===== config.mk =====
export PLATFORM = sky130hd
export DESIGN_NAME = router_sync_n
export DESIGN_NICKNAME = d
export VERILOG_FILES = /design/src/rtl/router_pkg.sv /design/src/rtl/router_sync_wdog.sv /design/src/rtl/router_sync_n.sv
export SDC_FILE = /design/constraint.sdc
export NUM_CORES = 1
export LEC_CHECK = 0
export ABC_AREA = 1
export BUFFER_PORTS_ARGS = -buffer_cell sky130_fd_sc_hd__buf_2
export CORE_MARGIN = 2
export CORE_UTILIZATION = 24
export DETAILED_ROUTE_END_ITERATION = 10
export GPL_TIMING_DRIVEN = 1
export MAX_ROUTING_LAYER = met4
export PLACE_DENSITY_LB_ADDON = 0.12
export SLEW_MARGIN = 20
export SYNTH_ARGS = -nofsm -noshare
export SYNTH_HDL_FRONTEND = slang
export SYNTH_SLANG_ARGS = --single-unit

===== constraint.sdc =====
create_clock -name clock -period 1.9 [get_ports clock]
set_clock_uncertainty 0.05 [all_clocks]
set_input_delay 0.095 -clock clock [delete_from_list [all_inputs] [get_ports clock]]
set_output_delay 0.095 -clock clock [all_outputs]
set_load 0.03 [all_outputs]

===== src/rtl/router_pkg.sv =====
// Shared defaults for the router slice: port count, address width and watchdog timeout.
// The FIFO, FSM and sync blocks all pull their default parameters from here.
package router_pkg;

    localparam int ROUTER_NUM_PORTS = 3;
    localparam int ROUTER_ADDR_W    = 2;
    localparam int ROUTER_TIMEOUT   = 30;

    // A counter that must hold values up to TIMEOUT needs this many bits.
    function automatic int wdog_cnt_w(input int timeout);
        return $clog2(timeout + 1);
    endfunction

endpackage


===== src/rtl/router_sync_wdog.sv =====
// One per-port stall watchdog: counts valid-but-unread cycles and emits a one-cycle
// soft_reset pulse when TIMEOUT consecutive stalled edges have been seen.
module router_sync_wdog
    import router_pkg::*;
#(
    parameter int TIMEOUT = ROUTER_TIMEOUT
) (
    input  logic clock,
    input  logic resetn,
    input  logic vld,
    input  logic read_enb,
    output logic soft_reset
);

    localparam int CW = wdog_cnt_w(TIMEOUT);
    localparam logic [CW-1:0] LAST = CW'(TIMEOUT - 1);

    logic [CW-1:0] count_q, count_d;
    logic          soft_reset_q, soft_reset_d;
    logic          read_hit;
    logic          stall;

    // An unknown strobe falls through to the not-read branch.
    always_comb begin
        read_hit = 1'b0;
        if (read_enb) read_hit = 1'b1;
    end

    assign stall = vld & ~read_hit;

    always_comb begin
        count_d      = '0;
        soft_reset_d = 1'b0;
        if (resetn && stall) begin
            if (count_q == LAST) begin
                soft_reset_d = 1'b1;
            end else begin
                count_d = count_q + 1'b1;
            end
        end
    end

    always_ff @(posedge clock) begin
        count_q      <= count_d;
        soft_reset_q <= soft_reset_d;
    end

    assign soft_reset = soft_reset_q;

endmodule


===== src/rtl/router_sync_n.sv =====
// Router synchroniser: latches the destination address, steers FIFO writes and full
// status, and runs one stall watchdog per output port. Optional ROUTER_SYNC_ADDR_CHK_EN.
module router_sync_n
    import router_pkg::*;
#(
    parameter int NUM_PORTS = ROUTER_NUM_PORTS,
    parameter int ADDR_W    = ROUTER_ADDR_W,
    parameter int TIMEOUT   = ROUTER_TIMEOUT
) (
    input  logic                 clock,
    input  logic                 resetn,
    input  logic                 detect_add,
    input  logic                 write_enb_reg,
    input  logic [ADDR_W-1:0]    data_in,
    input  logic [NUM_PORTS-1:0] full,
    input  logic [NUM_PORTS-1:0] empty,
    input  logic [NUM_PORTS-1:0] read_enb,
    output logic [NUM_PORTS-1:0] vld_out,
    output logic [NUM_PORTS-1:0] write_enb,
    output logic                 fifo_full,
    output logic [NUM_PORTS-1:0] soft_reset,
    output logic                 addr_err
);

    logic [ADDR_W-1:0]    addr_q, addr_d;
    logic [NUM_PORTS-1:0] sel_oh;
    logic [NUM_PORTS-1:0] din_oh;
    logic                 addr_in_range;
    logic                 din_in_range;
    logic                 sel_full;

    assign vld_out = ~empty;

    always_comb begin
        addr_d = addr_q;
        if (!resetn) begin
            addr_d = '0;
        end else if (detect_add) begin
            addr_d = data_in;
        end
    end

    always_ff @(posedge clock) begin
        addr_q <= addr_d;
    end

    // Decoding by equality against each port keeps out-of-range addresses all-zero.
    always_comb begin
        sel_oh = '0;
        din_oh = '0;
        for (int i = 0; i < NUM_PORTS; i++) begin
            if (addr_q == ADDR_W'(i))  sel_oh[i] = 1'b1;
            if (data_in == ADDR_W'(i)) din_oh[i] = 1'b1;
        end
    end

    assign addr_in_range = |sel_oh;
    assign din_in_range  = |din_oh;
    assign sel_full      = |(full & sel_oh);

    always_comb begin
        write_enb = '0;
        if (resetn && write_enb_reg) begin
            write_enb = sel_oh;
        end
    end

`ifdef ROUTER_SYNC_ADDR_CHK_EN
    logic addr_err_q, addr_err_d;

    always_comb begin
        addr_err_d = addr_err_q;
        if (!resetn) begin
            addr_err_d = 1'b0;
        end else if (detect_add) begin
            addr_err_d = ~din_in_range;
        end
    end

    always_ff @(posedge clock) begin
        addr_err_q <= addr_err_d;
    end

    assign addr_err = addr_err_q;

    // A bad address looks full so the FSM takes its drop path instead of writing.
    always_comb begin
        fifo_full = 1'b0;
        if (resetn) begin
            fifo_full = addr_in_range ? sel_full : 1'b1;
        end
    end
`else
    logic unused_din_in_range;
    assign unused_din_in_range = din_in_range;
    assign addr_err = 1'b0;

    // Legacy 3-port behaviour: an unmapped address reports port 0's full flag.
    always_comb begin
        fifo_full = 1'b0;
        if (resetn) begin
            fifo_full = addr_in_range ? sel_full : full[0];
        end
    end
`endif

    for (genvar g = 0; g < NUM_PORTS; g++) begin : g_wdog
        router_sync_wdog #(
            .TIMEOUT (TIMEOUT)
        ) u_wdog (
            .clock      (clock),
            .resetn     (resetn),
            .vld        (vld_out[g]),
            .read_enb   (read_enb[g]),
            .soft_reset (soft_reset[g])
        );
    end

endmodule


==> results.py <==
metrics = {
    "run_status": {
        "result_of_the_run": "finished, final reports clean",
    },
    "final_layout": {
        "fin_cells": 203,
        "fillCellCount": 453,
        "area_growth_pct": 21.2,
        "fin_nets": 175,
        "n_antenna_cell": 0,
        "final_layout_size_suffix_gt1_share_pct": 22.9,
    },
    "synthesis": {
        "post_synth_instance_area_sq_um": 967,
        "yosys_warnings": 0,
        "yosys.cell_count.top_type": "nand2_1",
        "yosys-top-cells-count": "22 x nand2_1, 20 x dfxtp_1, 19 x inv_1, 19 x nor2_1",
        "edff_count_synth": 0,
        "yosys_most_used_dff": "dfxtp_1",
        "netlist_instances": 130,
        "synthesized_netlist_net_count": 151,
        "synth_top_area_share_pct": 41.4,
        "synth_sequential_area_ratio_pct": 41.4,
        "synth-seq-cells": 20,
        "ys_async_sr_fraction_pct": 0,
        "postSynthAreaPerCell_sq_um": 7.44,
        "netlist_top_cells_area": "dfxtp_1 41%, nand2_1 8.5%, ha_1 7.8%",
        "library_cell_occupying_the_most_area_in_the_post_synthesis_netlist": "dfxtp_1",
        "netlist-cell-type-count": 17,
    },
    "grt": {
        "wire_length_of_the_first_global_routing_pass_microns": 3350,
        "number_of_global_route_vias_before_repair": 835,
        "maximum_number_of_pins_on_one_net_before_global_route_repair": 12,
        "track_usage_pct": 9.97,
        "grt_antenna_before_repair": 0,
        "grt_remaining_overflow": 0,
    },
    "run": {
        "max_cap_violations": 0,
    },
    "pwr": {
        "leakage_nw": 0.540,
        "power.combinational.fraction_pct": 9.4,
        "power.density_nw_per_um2": 708,
        "internal_power_uw": 639,
        "power.share.clock_pct": 38.5,
        "worst_ir_drop_vdd_mv": 0.280,
        "seq_power_share_pct": 52.1,
        "p_switching_uw": 191,
        "switching_share_pct": 23.0,
    },
    "placed_design": {
        "globalplace.congestion": 0.766,
        "place.port_buffers": 24,
        "post-dp-hpwl_microns": 1580,
        "placed_cells": 197,
    },
    "cts": {
        "tritoncts.num_buffers": 3,
        "ctsHtreeMaxLevel": 1,
        "tritoncts_num_sinks": 20,
        "clk_pin_slew_worst_paths_ns": 0.08,
        "cts.repair.resized": 0,
        "clock_insertion_delay_worst_skew_ns": 0.25,
        "clock_path_buffers": 2,
        "root_buffer": "clkbuf_8",
        "clock_tree_from_tritoncts": "built",
        "post-cts-setup-buffer-count": 0,
    },
    "timing": {
        "finalCritPeriodShare_pct": 73.3,
        "setup_total_negative_slack_ns": 0,
        "timing.final.crit_period_ns": 1.39,
        "maxClockFrequency_ghz": 0.718,
        "timing.final.hold_violations": 0,
        "number_of_max_slew_violations_in_the_final_report": 0,
        "finalSetupViolCount": 0,
        "grt_setup_unrepaired": "no",
    },
    "route": {
        "post_drt_wl_per_cell_microns": 9.21,
        "drt-pass1-iter-count": 2,
        "vias": 836,
        "detail_route.drc_violations": 0,
        "detail_route.vias_per_cell": 4.12,
        "postRouteAntennaNets": 0,
        "drt_iter0_drc": 12,
        "totalWireLength_microns": 1870,
    },
    "critical_path": {
        "end_kind": "output port",
        "timing.critical_path.from_type": "flip-flop",
        "crit_buf_inv": 2,
        "cp_data_arrival_time_ns": 1.25,
        "worstPathCellList": "inv_1 -> nand3b_1 -> nand3_1 -> nor2_1 -> buf_2",
        "critical-path-slowest-cell": "dfxtp_1",
        "cp_top_family": "flip-flops",
        "crit_fanout": 5,
        "crit_path_max_incr_delay_ns": 0.41,
        "criticalPathCategory": "flip-flop to output port",
        "worst_ep_required_time_ns": 1.75,
    },
    "floorplan": {
        "floorplan.initialDensity_pct": 24.5,
        "fp-row-count": 23,
        "die_y_microns": 67.5,
        "die_area_sq_um": 4550,
        "die_w_microns": 67.5,
        "io_pins": 26,
        "core_region_area_sq_um": 3940,
    },
    "worst_hold_path": {
        "timing.hold.worst.class": "primary input to flip-flop",
    },
}
flip-flops by register name, indices dropped and copies added, names as in the netlist:
name,count
g_wdog.u_wdog.count_q,15
addr_q,2
g_wdog.u_wdog.soft_reset,3
cell usage in the layout (no fill, tap or decap), types with 4 or more instances in the layout:
| master | count |
|---|---|
| buf_2 | 24 |
| nand2_1 | 22 |
| dfxtp_1 | 20 |
| inv_1 | 19 |
| nor2_1 | 19 |
| nand3_1 | 8 |
| nand4_1 | 8 |
| ha_1 | 6 |
| nor3_1 | 5 |
| clkbuf_8 | 4 |
through the flow:
step | hold WS (ns) | cell area, sq um | utilization (%) | setup WS [ns] | power, mW
3_5_place_dp | 0.242 | 1100 | 27.8 | 0.782 | 0.519
3_3_place_gp | 0.250 | 1100 | 27.8 | 0.800 | 0.518
4_1_cts | 0.0657 | 1170 | 29.7 | 0.493 | 0.850
2_1_floorplan | 0.124 | 967 | - | 0.618 | 0.494
6_report | 0.0699 | 1170 | 29.7 | 0.507 | 0.830
5_1_grt | 0.0665 | 1170 | 29.7 | 0.405 | 0.879
tightest hold or removal path: stages:
cell	delay, ns
buf_2	0.08
inv_1	0.05
a21oi_1	0.11
area by class of cell:
cell class	count	area (sq um)	area share, %
repair buffers	26	140	12.0
multi-input cells	83	439	37.5
inverters	20	75.1	6.40
well taps	50	62.6	5.34
clock buffers	4	55.1	4.70
flip-flops and latches	20	400	34.2
power by group through the flow:
stage                     sequential, mW  combinational, mW  clock (mW)
after floorplan                    0.441             0.0525           0
after global placement             0.442             0.0757           0
after detailed placement           0.443             0.0762           0
after CTS                          0.433             0.0794       0.338
after global routing               0.434             0.0866       0.358
final                              0.433             0.0781       0.319
what timing repair did:
action,in CTS,in global routing
endpoints found under the setup margin,0,0
hold buffers,2,0
hold endpoints to repair,2,0
worst paths after layout:
| check | slack [ns] | cells after the start | startpoint | end |
|---|---|---|---|---|
| setup / recovery | 0.51 | 5 | addr_q[0] | fifo_full |
| hold reg to reg | 0.44 | 1 | g_wdog[2].u_wdog.count_q[0] | g_wdog[2].u_wdog.count_q[0] |
| setup reg to reg | 0.82 | 6 | g_wdog[1].u_wdog.count_q[0] | g_wdog[1].u_wdog.count_q[0] |
| hold / removal | 0.07 | 3 | detect_add | addr_q[1] |
layer usage:
metal,global-route usage (%),vias up,wire length [microns]
met5,-,-,0
met4,4.59,0,24
met3,2.00,2,37
met2,19.5,5,1080
met1,9.10,382,729
li1,-,447,-
cells by family (layout without fill, tap and decap cells):
family                   after synthesis  after routing  synth area share [%]
XOR/XNOR                               3              3                  2.72
AND/OR/NAND/NOR                       69             69                  32.5
buffers and inverters                 27             50                  13.2
AO/OA/AOI/OAI                          4              4                  2.07
adder cells (fa/ha/maj)                6              6                  7.76
other                                  1              1                 0.388
flip-flops                            20             20                  41.4
Power figures use the tool's default switching activity.
